**src/rtl/cache_arb_pkg.sv**
```systemverilog
// Shared definitions for the cache port arbiter.
//   - arb_state_t : arbiter FSM states
//   - ADDR_W_DEF / DATA_W_DEF : default address and data widths
//   - PORT_IFETCH / PORT_DATA : requester port indices
//   - port_onehot() : converts a port index into a 2-bit one-hot strobe
package cache_arb_pkg;

    typedef enum logic [1:0] {
        ST_IDLE  = 2'd0,
        ST_ISSUE = 2'd1,
        ST_WAIT  = 2'd2,
        ST_RESP  = 2'd3
    } arb_state_t;

    localparam int ADDR_W_DEF = 20;
    localparam int DATA_W_DEF = 64;

    localparam logic [0:0] PORT_IFETCH = 1'b0;
    localparam logic [0:0] PORT_DATA   = 1'b1;

    // One-hot strobe for a single port index.
    function automatic logic [1:0] port_onehot(input logic [0:0] idx);
        logic [1:0] oh;
        if (idx == PORT_IFETCH) begin
            oh = 2'b01;
        end else begin
            oh = 2'b10;
        end
        return oh;
    endfunction

endpackage

```
**src/rtl/cache_rr_pick.sv**
```systemverilog
// Combinational two-way round-robin pick.
//   req_valid  in  2  request valid per port
//   last_gnt   in  1  index of the port granted most recently
//   gnt        out 2  one-hot grant (all zero when nothing is requesting)
// On a tie the port that did NOT win last time is picked.
module cache_rr_pick
    import cache_arb_pkg::*;
(
    input  logic [1:0] req_valid,
    input  logic       last_gnt,
    output logic [1:0] gnt
);

    // Grant selection: sole requester wins, tie goes to the other port.
    always_comb begin
        gnt = 2'b00;
        case (req_valid)
            2'b01:   gnt = 2'b01;
            2'b10:   gnt = 2'b10;
            2'b11: begin
                if (last_gnt == PORT_DATA) begin
                    gnt = 2'b01;
                end else begin
                    gnt = 2'b10;
                end
            end
            default: gnt = 2'b00;
        endcase
    end

endmodule

```
**src/rtl/cache_port_arbiter.sv**
```systemverilog
// Shares the single-ported cache between instruction fetch (port 0) and
// data load/store (port 1). One transaction in flight at a time.
//   clk, rst_b         clock / asynchronous active-low reset
//   req_valid/ready    per-port handshake; ready only asserted in IDLE
//   req_wr/addr/wdata  per-port request payload (port i at slice i)
//   resp_valid         one-cycle strobe on the winning port only
//   resp_err/rdata     response payload, qualified by resp_valid
//   c_en               one-cycle cache enable pulse
//   c_wr/addr/wdata    registered cache command, held until next accept
//   c_done/c_rdata     cache completion pulse and read data
module cache_port_arbiter
    import cache_arb_pkg::*;
#(
    parameter int ADDR_W  = ADDR_W_DEF,
    parameter int DATA_W  = DATA_W_DEF,
    parameter int TIMEOUT = 64
) (
    input  logic                clk,
    input  logic                rst_b,
    input  logic [1:0]          req_valid,
    output logic [1:0]          req_ready,
    input  logic [1:0]          req_wr,
    input  logic [2*ADDR_W-1:0] req_addr,
    input  logic [2*DATA_W-1:0] req_wdata,
    output logic [1:0]          resp_valid,
    output logic                resp_err,
    output logic [DATA_W-1:0]   resp_rdata,
    output logic                c_en,
    output logic                c_wr,
    output logic [ADDR_W-1:0]   c_addr,
    output logic [DATA_W-1:0]   c_wdata,
    input  logic                c_done,
    input  logic [DATA_W-1:0]   c_rdata
);

    localparam int CNT_W = (TIMEOUT > 1) ? $clog2(TIMEOUT) : 1;
    localparam logic [CNT_W-1:0] CNT_LAST = CNT_W'(TIMEOUT - 1);

    arb_state_t          state_r;
    arb_state_t          state_nxt_s;
    logic                last_gnt_r;
    logic                win_r;
    logic                win_s;
    logic [1:0]          gnt_s;
    logic                accept_s;
    logic                done_ok_s;
    logic                timeout_s;
    logic [CNT_W-1:0]    cnt_r;

    logic                c_en_r;
    logic                c_wr_r;
    logic [ADDR_W-1:0]   c_addr_r;
    logic [DATA_W-1:0]   c_wdata_r;
    logic [1:0]          resp_valid_r;
    logic                resp_err_r;
    logic [DATA_W-1:0]   resp_rdata_r;

    cache_rr_pick u_pick (
        .req_valid (req_valid),
        .last_gnt  (last_gnt_r),
        .gnt       (gnt_s)
    );

    assign win_s     = gnt_s[PORT_DATA];
    assign req_ready = (state_r == ST_IDLE) ? gnt_s : 2'b00;

    // Next-state logic and per-state event decode.
    always_comb begin
        state_nxt_s = state_r;
        accept_s    = 1'b0;
        done_ok_s   = 1'b0;
        timeout_s   = 1'b0;
        case (state_r)
            ST_IDLE: begin
                if ((req_valid & gnt_s) != 2'b00) begin
                    accept_s    = 1'b1;
                    state_nxt_s = ST_ISSUE;
                end else begin
                    state_nxt_s = ST_IDLE;
                end
            end
            // c_done is deliberately not looked at here.
            ST_ISSUE: state_nxt_s = ST_WAIT;
            ST_WAIT: begin
                // Completion takes priority over a coinciding timeout.
                if (c_done) begin
                    done_ok_s   = 1'b1;
                    state_nxt_s = ST_RESP;
                end else if (cnt_r == CNT_LAST) begin
                    timeout_s   = 1'b1;
                    state_nxt_s = ST_RESP;
                end else begin
                    state_nxt_s = ST_WAIT;
                end
            end
            ST_RESP: state_nxt_s = ST_IDLE;
            default: state_nxt_s = ST_IDLE;
        endcase
    end

    // FSM state register.
    always_ff @(posedge clk or negedge rst_b) begin
        if (!rst_b) begin
            state_r <= ST_IDLE;
        end else begin
            state_r <= state_nxt_s;
        end
    end

    // Cache command latch: captured on accept, held until the next accept.
    always_ff @(posedge clk or negedge rst_b) begin
        if (!rst_b) begin
            c_wr_r    <= 1'b0;
            c_addr_r  <= {ADDR_W{1'b0}};
            c_wdata_r <= {DATA_W{1'b0}};
            win_r     <= 1'b0;
        end else if (accept_s) begin
            c_wr_r    <= req_wr[win_s];
            c_addr_r  <= win_s ? req_addr[2*ADDR_W-1:ADDR_W]
                               : req_addr[ADDR_W-1:0];
            c_wdata_r <= win_s ? req_wdata[2*DATA_W-1:DATA_W]
                               : req_wdata[DATA_W-1:0];
            win_r     <= win_s;
        end
    end

    // Cache enable: registered so it is high exactly during ISSUE.
    always_ff @(posedge clk or negedge rst_b) begin
        if (!rst_b) begin
            c_en_r <= 1'b0;
        end else begin
            c_en_r <= accept_s;
        end
    end

    // Timeout counter: cleared in ISSUE, counts WAIT cycles, never wraps
    // because WAIT is left on the terminal count.
    always_ff @(posedge clk or negedge rst_b) begin
        if (!rst_b) begin
            cnt_r <= {CNT_W{1'b0}};
        end else if (state_r == ST_ISSUE) begin
            cnt_r <= {CNT_W{1'b0}};
        end else if ((state_r == ST_WAIT) && !done_ok_s && !timeout_s) begin
            cnt_r <= cnt_r + CNT_W'(1);
        end
    end

    // Response registers: loaded on WAIT exit so they are valid during RESP,
    // zero in every other state. Writes and timeouts return zero data.
    always_ff @(posedge clk or negedge rst_b) begin
        if (!rst_b) begin
            resp_valid_r <= 2'b00;
            resp_err_r   <= 1'b0;
            resp_rdata_r <= {DATA_W{1'b0}};
        end else if (done_ok_s || timeout_s) begin
            resp_valid_r <= port_onehot(win_r);
            resp_err_r   <= timeout_s;
            resp_rdata_r <= (done_ok_s && !c_wr_r) ? c_rdata : {DATA_W{1'b0}};
        end else begin
            resp_valid_r <= 2'b00;
            resp_err_r   <= 1'b0;
            resp_rdata_r <= {DATA_W{1'b0}};
        end
    end

    // Round-robin history: updated once the response has been delivered.
    always_ff @(posedge clk or negedge rst_b) begin
        if (!rst_b) begin
            last_gnt_r <= PORT_DATA;
        end else if (state_r == ST_RESP) begin
            last_gnt_r <= win_r;
        end
    end

    assign c_en       = c_en_r;
    assign c_wr       = c_wr_r;
    assign c_addr     = c_addr_r;
    assign c_wdata    = c_wdata_r;
    assign resp_valid = resp_valid_r;
    assign resp_err   = resp_err_r;
    assign resp_rdata = resp_rdata_r;

endmodule
```
**config.mk**
```make
export PLATFORM = sky130hd
export DESIGN_NAME = cache_port_arbiter
export DESIGN_NICKNAME = d
export VERILOG_FILES = /design/src/rtl/cache_arb_pkg.sv /design/src/rtl/cache_rr_pick.sv /design/src/rtl/cache_port_arbiter.sv
export SDC_FILE = /design/constraint.sdc
export NUM_CORES = 1
export LEC_CHECK = 0
export ABC_AREA = 1
export CORE_AREA = 2 2 155 157
export DETAILED_ROUTE_END_ITERATION = 16
export DIE_AREA = 0 0 157 159
export MAX_ROUTING_LAYER = met4
export PLACE_DENSITY_LB_ADDON = 0.15
export SYNTH_ARGS = -nofsm -noshare
export SYNTH_HDL_FRONTEND = slang
export SYNTH_SLANG_ARGS = --single-unit
```
**constraint.sdc**
```tcl
create_clock -name clk -period 2.4 [get_ports clk]
set_clock_uncertainty 0.15 [all_clocks]
set_input_delay 0.6 -clock clk [delete_from_list [all_inputs] [get_ports clk]]
set_output_delay 0.6 -clock clk [all_outputs]
set_load 0.005 [all_outputs]
```
==> results of run 1 <==
-- per-stage QoR --
stage	std cells	utilization	power, mW	instance area [µm²]
after floorplan	744	-	6.34	6890
after global placement	1433	0.484	9.16	11200
after detailed placement	1433	0.484	9.21	11200
after CTS	1470	0.512	12.2	11900
after global routing	1472	0.512	12.8	11900
final	1472	0.512	12.0	11900
-- worst max path at each step --
stage | start | endpoint | slack [ns] | depth (start not counted)
floorplan | state_r[0]$_DFF_PN0_ | req_ready[0] | 0.31 | 8
global placement | req_valid[0] | req_ready[0] | -0.37 | 6
detailed placement | req_valid[0] | c_wdata[53]$_DFFE_PN0P_ | -0.36 | 6
CTS | state_r[1]$_DFF_PN0_ | req_ready[0] | 0.007 | 8
global route | state_r[0]$_DFF_PN0_ | req_ready[0] | 0.03 | 8
finish | state_r[1]$_DFF_PN0_ | req_ready[0] | 0.12 | 8
-- power groups by stage --
stage | logic [mW] | clock network (mW) | registers, mW
floorplan | 2.11 | 0 | 4.23
global placement | 4.99 | 0 | 4.18
detailed placement | 5.01 | 0 | 4.20
CTS | 5.12 | 2.91 | 4.16
global route | 5.53 | 3.03 | 4.26
finish | 5.02 | 2.82 | 4.14
-- registers in the layout, summed over array words and instances (netlist names), 2 cells and up --
signal,count
c_wdata,64
resp_rdata,64
c_addr,20
cnt_r,6
resp_valid,2
state_r,2
-- layout by cell type, fill, tap and decap left out --
master / Yosys / routed
sky130_fd_sc_hd__clkinvlp_4: 0 / 3
sky130_fd_sc_hd__nand3_1: 4 / 4
sky130_fd_sc_hd__inv_8: 0 / 5
sky130_fd_sc_hd__inv_6: 0 / 4
sky130_fd_sc_hd__inv_2: 2 / 3
sky130_fd_sc_hd__dfstp_2: 1 / 1
sky130_fd_sc_hd__clkbuf_16: 0 / 17
sky130_fd_sc_hd__nor2_2: 1 / 2
sky130_fd_sc_hd__xor2_1: 2 / 2
sky130_fd_sc_hd__buf_4: 8 / 20
sky130_fd_sc_hd__nand4_1: 1 / 1
sky130_fd_sc_hd__nand2_4: 0 / 1
sky130_fd_sc_hd__clkdlybuf4s50_1: 0 / 388
sky130_fd_sc_hd__nor2_4: 1 / 1
sky130_fd_sc_hd__a21boi_4: 1 / 1
sky130_fd_sc_hd__buf_12: 0 / 5
sky130_fd_sc_hd__nand3b_1: 1 / 1
sky130_fd_sc_hd__buf_2: 12 / 1
sky130_fd_sc_hd__ha_1: 5 / 4
sky130_fd_sc_hd__dlygate4sd2_1: 0 / 3
sky130_fd_sc_hd__a21oi_1: 2 / 2
sky130_fd_sc_hd__diode_2: 0 / 1
sky130_fd_sc_hd__nor3_2: 49 / 49
sky130_fd_sc_hd__clkinv_8: 0 / 2
sky130_fd_sc_hd__nor2_1: 246 / 245
sky130_fd_sc_hd__nor3_1: 122 / 122
sky130_fd_sc_hd__inv_1: 76 / 74
sky130_fd_sc_hd__inv_4: 0 / 1
sky130_fd_sc_hd__dfrtp_1: 162 / 162
sky130_fd_sc_hd__bufinv_16: 0 / 1
sky130_fd_sc_hd__ha_4: 0 / 1
sky130_fd_sc_hd__nand2_1: 19 / 19
sky130_fd_sc_hd__o21ai_0: 5 / 5
sky130_fd_sc_hd__buf_6: 2 / 2
-- logic make-up after synthesis --
logic type | count (synthesis) | share of synthesized area
simple gates | 445 | 0.313
flops | 163 | 0.593
buf+inv | 121 | 0.0752
compound gates | 8 | 0.00781
fa+ha+maj | 5 | 0.00909
xor+xnor | 2 | 0.00254
-- cell type report --
cell class	count	area [µm²]	share of cell area
Antenna cell	1	2.50	0.000211
Clock buffer	17	425	0.0358
Sequential cell	163	4080	0.344
Clock inverter	15	176	0.0149
Tap cell	319	399	0.0336
Timing Repair Buffer	419	4190	0.353
Inverter	78	295	0.0249
Multi-Input combinational cell	460	2310	0.194
-- per-layer routing --
| metal | track usage | up-vias |
|---|---|---|
| met5 | - | - |
| met1 | 0.236 | 2985 |
| li1 | - | 3121 |
| met4 | 0.0621 | 0 |
| met2 | 0.333 | 264 |
| met3 | 0.0773 | 33 |
-- worst max-delay path, delay by kind of cell, from the launching register on --
family	cells	cell delay (ns)
buffers and inverters	5	0.38
flip-flops	1	0.40
AND/OR/NAND/NOR	2	0.18
adder cells (fa/ha/maj)	1	0.14
-- repair_timing --
item | CTS | global route
pin swaps | 1 | 1
buffers inserted | 5 | 1
endpoints found under the hold margin | 0 | 0
setup endpoints to repair | 2 | 71
gates resized for setup | 11 | 2
gates cloned | 0 | 0
==> summary.md, run 1 <==
| Metric | Value |
|---|---|
| Register-to-register setup slack | `approximately 0.34 ns` |
| Yosys warning total | `0` |
| Portion of total power attributed to sequential cells | `0.346` |
| DRC | `0` |
| Worst vdd rail ir drop | `between 600 and 700 µV` |
| Clk pin slew, worst setup/hold paths | `0.07 ns` |
| Cells on worst reg2reg path | `8` |
| Share of cells above drive strength 1 | `0.104` |
| Period minus WS final | `roughly 2.3 ns` |
| Unrepaired setup endpoints after global routing | `no` |
| All-layer global routing usage | `0.205` |
| Average routed wire per standard cell | `between 15 and 20 µm` |
| Remaining Overflow, GRT | `0` |
| Buffers on Ports | `about 390` |
| Final Hold Slack | `-0.0119 ns` |
| Combinational fraction of design power | `0.419` |
| Worst r2r src | `state_r[1]$_DFF_PN0_` |
| Yosys top cell area share | `0.589` |
| Die Outline Area | `25,000 µm²` |
| Leakage power | `5.27 nW` |
| Most numerous cell types in the synthesized netlist | `246 x sky130_fd_sc_hd__nor2_1, 162 x sky130_fd_sc_hd__dfrtp_1, 122 x sky130_fd_sc_hd__nor3_1` |
| CTS Root Cell | `sky130_fd_sc_hd__clkbuf_16` |
| Antenna Nets Post-Route | `0` |
| Clock tree buffer depth | `2` |
| Arrival time of the worst setup path | `1.53 ns` |
| Growth of design area from synthesis to finish | `72.5%` |
| Final max-slew violation count | `0` |
| Hold Fails Final Rpt | `3` |
| Slowest cell delay on critical path | `0.40 ns` |
| Crit path launch type | `register` |
| DRT met1 WL | `around 9.6 mm` |
| Cells after synthesis | `744` |
| Sw Pwr | `4.08 mW` |
| Aggregate routed wire length | `between 20 and 25 mm` |
| Maximum number of pins on one net before global-route repair | `88` |
| Number of rows in the core area | `56` |
| Clock tree from TritonCTS | `yes` |
| Endpoint of the lowest-slack register-to-register path | `c_wdata[40]$_DFFE_PN0P_` |
| Dominant cells by area after synthesis | `sky130_fd_sc_hd__dfrtp_1 59%, sky130_fd_sc_hd__nor2_1 13%, sky130_fd_sc_hd__nor3_1 8.9%` |
| Sum of net half-perimeters after detailed placement | `between 15 and 20 mm` |
| Routed met3 length | `between 2 and 2.5 mm` |
| Top-level I/O count | `roughly 400` |
| F_max | `about 0.44 GHz` |
| Post-synth ARST share | `1.00` |
| Worst EP required | `1.65 ns` |
| RD Place Congestion | `0.831` |
| Critical path class | `register to primary output` |
| First-pass GRT wire length | `38.1 mm` |
| Via density per instance | `4.35` |
| Failing checks | `negative hold slack` |
| Highest fanout seen on the critical path | `2` |
| Area of the core region | `23,200 µm²` |
| Worst min-delay path class | `input pin to async pin` |
| Post-placement setup slack | `-0.364 ns` |
| DIE HEIGHT | `~160 µm` |
| Source-to-sink clock delay at the later pin of the worst-skew pair | `0.42 ns` |
| Net count of the finished layout | `1,383` |
| Sinks on the clock net | `163` |
| Period Utilization, post-route | `0.948` |
| Vias in the first global route | `approximately 6.7k` |
| Post-synth EDFFs | `0` |
| Result of the run | `complete, but fails checks` |
| Nets in the synthesized netlist | `988` |
| Sw frac | `0.341` |
| Cell occurring most often along the worst timing path | `sky130_fd_sc_hd__inv_2` |
| Vias | `6,403` |
| Top-count cell post-synth | `sky130_fd_sc_hd__nor2_1` |
| Syn Std Cell Area | `6890 µm²` |
| Setup Viol. Count Final | `0` |
| P per Cell Area | `1010 nW/µm²` |
| Top Layer Used | `met4` |
| Critical Path End Type | `primary output` |
| Flop and latch count out of synthesis | `about 160` |
| Ordered list of cells on the worst path | `inv_2 -> ha_4 -> buf_4 -> inv_2 -> nor2_4 -> inv_4 -> nor2_2 -> buf_2` |
| Fillers | `~2.2k` |
| Internal power component | `around 7.9 mW` |
| Number of H-tree branching levels | `4` |
| Synthesized area per cell | `9.25 µm²` |
| Total CTS buffers | `17` |
| Sequential-to-total area share from yosys stat | `0.593` |
| Worst slew margin | `0.498` |
| Met2 routed wirelength | `12.0 mm` |
| Maxcap violations | `0` |
| Number of iterations in the first detailed-routing pass | `4` |
| First-iteration detailed-routing DRC count | `428` |
| Setup TNS Final | `0 ns` |
| Number of buffers inserted by hold repair at cts | `0` |
| Antenna violations before repair | `1` |
| Clock network fraction of total power | `0.235` |
| Area leader, netlist | `sky130_fd_sc_hd__dfrtp_1` |
| Library cells used by synthesis | `24` |
| Overall die width | `157 µm` |
| Starting utilization of the core area | `0.297` |
| Standard cell with the maximum stage delay on the critical path | `sky130_fd_sc_hd__dfrtp_1` |
| Fin worst setup slack | `0.125 ns` |
| Worst-margin pin slew | `approximately 0.75 ns` |
| Most instantiated flip-flop cell in the synthesis netlist | `sky130_fd_sc_hd__dfrtp_1` |
Power figures use the tool's default switching activity.
==> inputs of run 2 (changes only) <==
==> constraint.sdc (replaced) <==
create_clock -name clk -period 2.4 [get_ports clk]
set_clock_uncertainty 0.15 [all_clocks]
set_input_delay 0.6 -clock clk [delete_from_list [all_inputs] [get_ports clk]]
set_output_delay 0.6 -clock clk [all_outputs]
set_load 0.01 [all_outputs]
==> run 2 against run 1 <==
Against the previous run:
- the run now ends clean
- non-clock buffer count decreased by 9
- worst setup slack got worse by 0.034 ns
- utilization decreased by 0.36 points
- first-iteration DRC count decreased by 40%
- worst hold slack improved by 0.29 ns
- fmax decreased by 1.5%
- register-to-register slack about the same
- global-route usage decreased by 0.50 points
- cell count decreased by 0.61%
- critical path type unchanged
==> summary.md, run 2 (synthesized netlist as in run 1, its figures left out) <==
| Metric | Value |
|---|---|
| Result of the run | `complete, no violations` |
| Post-placement setup slack | `-0.411 ns (-0.0472 ns)` |
| Arrival time of the worst setup path | `1.56 ns (+0.03 ns)` |
| CTS Root Cell | `sky130_fd_sc_hd__clkbuf_16` |
| Die Outline Area | `25,000 µm² (unchanged)` |
| Worst slew margin | `0.493 (-0.00451)` |
| Standard cell with the maximum stage delay on the critical path | `sky130_fd_sc_hd__dfrtp_1` |
| First-iteration detailed-routing DRC count | `255 (-40%)` |
| Busiest layer in global routing | `met2` |
| DIE HEIGHT | `159 µm (unchanged)` |
| Worst hold path depth | `1` |
| Combinational fraction of design power | `0.433 (+0.014)` |
| Cell total after placement | `1,428 (-0.35%)` |
| Final max-slew violation count | `0 (unchanged)` |
| First-pass GRT wire length | `37.2 mm (-2.2%)` |
| Ordered list of cells on the worst path | `inv_1 -> ha_2 -> buf_4 -> nand2_4 -> inv_1 -> dlygate4sd2_1` |
| Period Utilization, post-route | `0.962 (+0.0142)` |
| Worst EP required | `1.65 ns (about the same)` |
| Crit path launch type | `register` |
| Worst vdd rail ir drop | `428 µV (-33%)` |
| Most common library cell in the layout ignoring fill and taps | `sky130_fd_sc_hd__clkdlybuf4s50_1` |
| Clock tree from TritonCTS | `yes` |
| Worst min-delay path class | `register to register` |
| Number of iterations in the first detailed-routing pass | `4 (unchanged)` |
| Vias in the first global route | `6,429 (-3.4%)` |
| Fin worst setup slack | `0.0903 ns (-0.0342 ns)` |
| Area of the core region | `23,200 µm² (unchanged)` |
| Number of rows in the core area | `56 (unchanged)` |
| Sinks on the clock net | `163 (unchanged)` |
| Clock network fraction of total power | `0.228 (-0.007)` |
| Fraction of the core area covered by cells at the end of the flow | `0.508 (-0.00362)` |
| Overall die width | `157 µm (unchanged)` |
| Total CTS buffers | `17 (unchanged)` |
| Setup Viol. Count Final | `0 (unchanged)` |
| Critical Path End Type | `primary output` |
| Net count of the finished layout | `1,374 (-0.65%)` |
| Sum of net half-perimeters after detailed placement | `17.3 mm (-0.77%)` |
| Clock tree buffer depth | `2 (unchanged)` |
| RD Place Congestion | `0.817 (-1.7%)` |
| Internal power component | `7.75 mW (-1.8%)` |
| Starting utilization of the core area | `0.297 (unchanged)` |
| Share of cells above drive strength 1 | `0.0945 (-0.00968)` |
| Antenna violations before repair | `1 (unchanged)` |
| Critical path class | `register to primary output` |
| Via density per instance | `4.35 (about the same)` |
| Final Hold Slack | `0.280 ns (+0.292 ns)` |
| Period minus WS final | `2.31 ns (+0.0342 ns)` |
| Cell occurring most often along the worst timing path | `sky130_fd_sc_hd__inv_1` |
| Tot Pwr | `12.2 mW (+1.7%)` |
| Leakage power | `5.22 nW (-0.82%)` |
| Source-to-sink clock delay at the later pin of the worst-skew pair | `0.42 ns (about the same)` |
| P per Cell Area | `1030 nW/µm² (+2.4%)` |
| DRC | `0 (unchanged)` |
| Number of H-tree branching levels | `4 (unchanged)` |
| GR met2 Demand/Resource | `0.320 (-0.0126)` |
| Maxcap violations | `0 (unchanged)` |
| Cells on worst reg2reg path | `9 (+1)` |
| Sw frac | `0.364 (+0.0227)` |
| Non-Filler Cell Area, Final | `11,800 µm² (-0.71%)` |
| Worst-margin pin slew | `0.760 ns (+0.00677 ns)` |
| Vias | `6,370 (-0.52%)` |
| Antenna Nets Post-Route | `0 (unchanged)` |
| GRT met3 Usage | `0.0675 (-0.00980)` |
| Maximum number of pins on one net before global-route repair | `88 (unchanged)` |
| Most used cells in the layout excluding fill and tap cells | `388 x sky130_fd_sc_hd__clkdlybuf4s50_1, 245 x sky130_fd_sc_hd__nor2_1, 162 x sky130_fd_sc_hd__dfrtp_1, 122 x sky130_fd_sc_hd__nor3_1, 76 x sky130_fd_sc_hd__inv_1` |
| Aggregate routed wire length | `24.3 mm (-0.84%)` |
| Average routed wire per standard cell | `16.6 µm (-0.23%)` |
| Slowest cell delay on critical path | `0.40 ns (about the same)` |
| Growth of design area from synthesis to finish | `71.2%` |
| Portion of total power attributed to sequential cells | `0.340 (-0.006)` |
| Clk pin slew, worst setup/hold paths | `0.07 ns (about the same)` |
| Highest fanout seen on the critical path | `3 (+1)` |
| Setup TNS Final | `0 ns (unchanged)` |
| Hold Fails Final Rpt | `0 (-3)` |
| F_max | `0.433 GHz (-1.5%)` |
| Top-level I/O count | `394 (unchanged)` |
| Sw Pwr | `4.43 mW (+8.5%)` |
| Cell area after placement | `11,200 µm² (-0.45%)` |
| Post-Layout Cell Count | `1,463 (-0.61%)` |
| Remaining Overflow, GRT | `0 (unchanged)` |
| Buffers on Ports | `393 (unchanged)` |
| All-layer global routing usage | `0.200 (-0.00500)` |
| GR Layer Usage met1 | `0.236 (+0.000667)` |
## run 2: power by group through the flow
| stage | registers [mW] | logic, mW | clock network [mW] |
|---|---|---|---|
| after floorplan | 4.56 | 2.11 | 0 |
| after global placement | 4.17 | 5.32 | 0 |
| after detailed placement | 4.19 | 5.36 | 0 |
| after CTS | 4.15 | 5.38 | 2.86 |
| after global routing | 4.26 | 5.76 | 2.97 |
| final | 4.14 | 5.27 | 2.78 |
## run 2: timing repair
item	in CTS	in global routing
gates cloned	0	0
endpoints found under the hold margin	29	0
buffers inserted	1	0
hold buffers	1	0
setup endpoints to repair	2	24
pin swaps	1	0
resized for setup	9	1
## run 2: area by class of cell
| type | count | area [µm²] |
|---|---|---|
| fillers | 2174 | 11400 |
| repair buffers | 410 | 4110 |
| flip-flops and latches | 163 | 4080 |
| multi-input cells | 460 | 2300 |
| clock buffers | 17 | 425 |
| well taps | 319 | 399 |
| inverters | 78 | 295 |
| clock inverters | 15 | 180 |
| diodes | 1 | 2.50 |
## run 2: critical path, delay by kind of cell (launching register included)
kind / cells / cell delay (ns)
AND/OR/NAND/NOR: 1 / 0.04
flip-flops: 1 / 0.40
adder cells (fa/ha/maj): 1 / 0.19
buffers and inverters: 4 / 0.50
## run 2: metal layers
layer	wire length, µm	up-vias	part of all wire
li1	-	3101	-
met1	9830	2977	0.40
met2	11600	258	0.48
met3	2200	34	0.091
met4	616	0	0.025
met5	0	-	0
## run 2: worst paths after layout
path	start	to	slack, ns
worst max-delay path	state_r[1]$_DFF_PN0_	req_ready[1]	0.09
worst min-delay path	win_r$_DFFE_PN0P_	resp_valid[0]$_DFF_PN0_	0.28
worst max register to register	state_r[1]$_DFF_PN0_	c_wdata[1]$_DFFE_PN0P_	0.35
worst min register to register	win_r$_DFFE_PN0P_	resp_valid[0]$_DFF_PN0_	0.28
max in group asynchronous	rst_b	c_wdata[40]$_DFFE_PN0P_	0.94
min in group asynchronous	rst_b	c_addr[18]$_DFFE_PN0P_	0.48
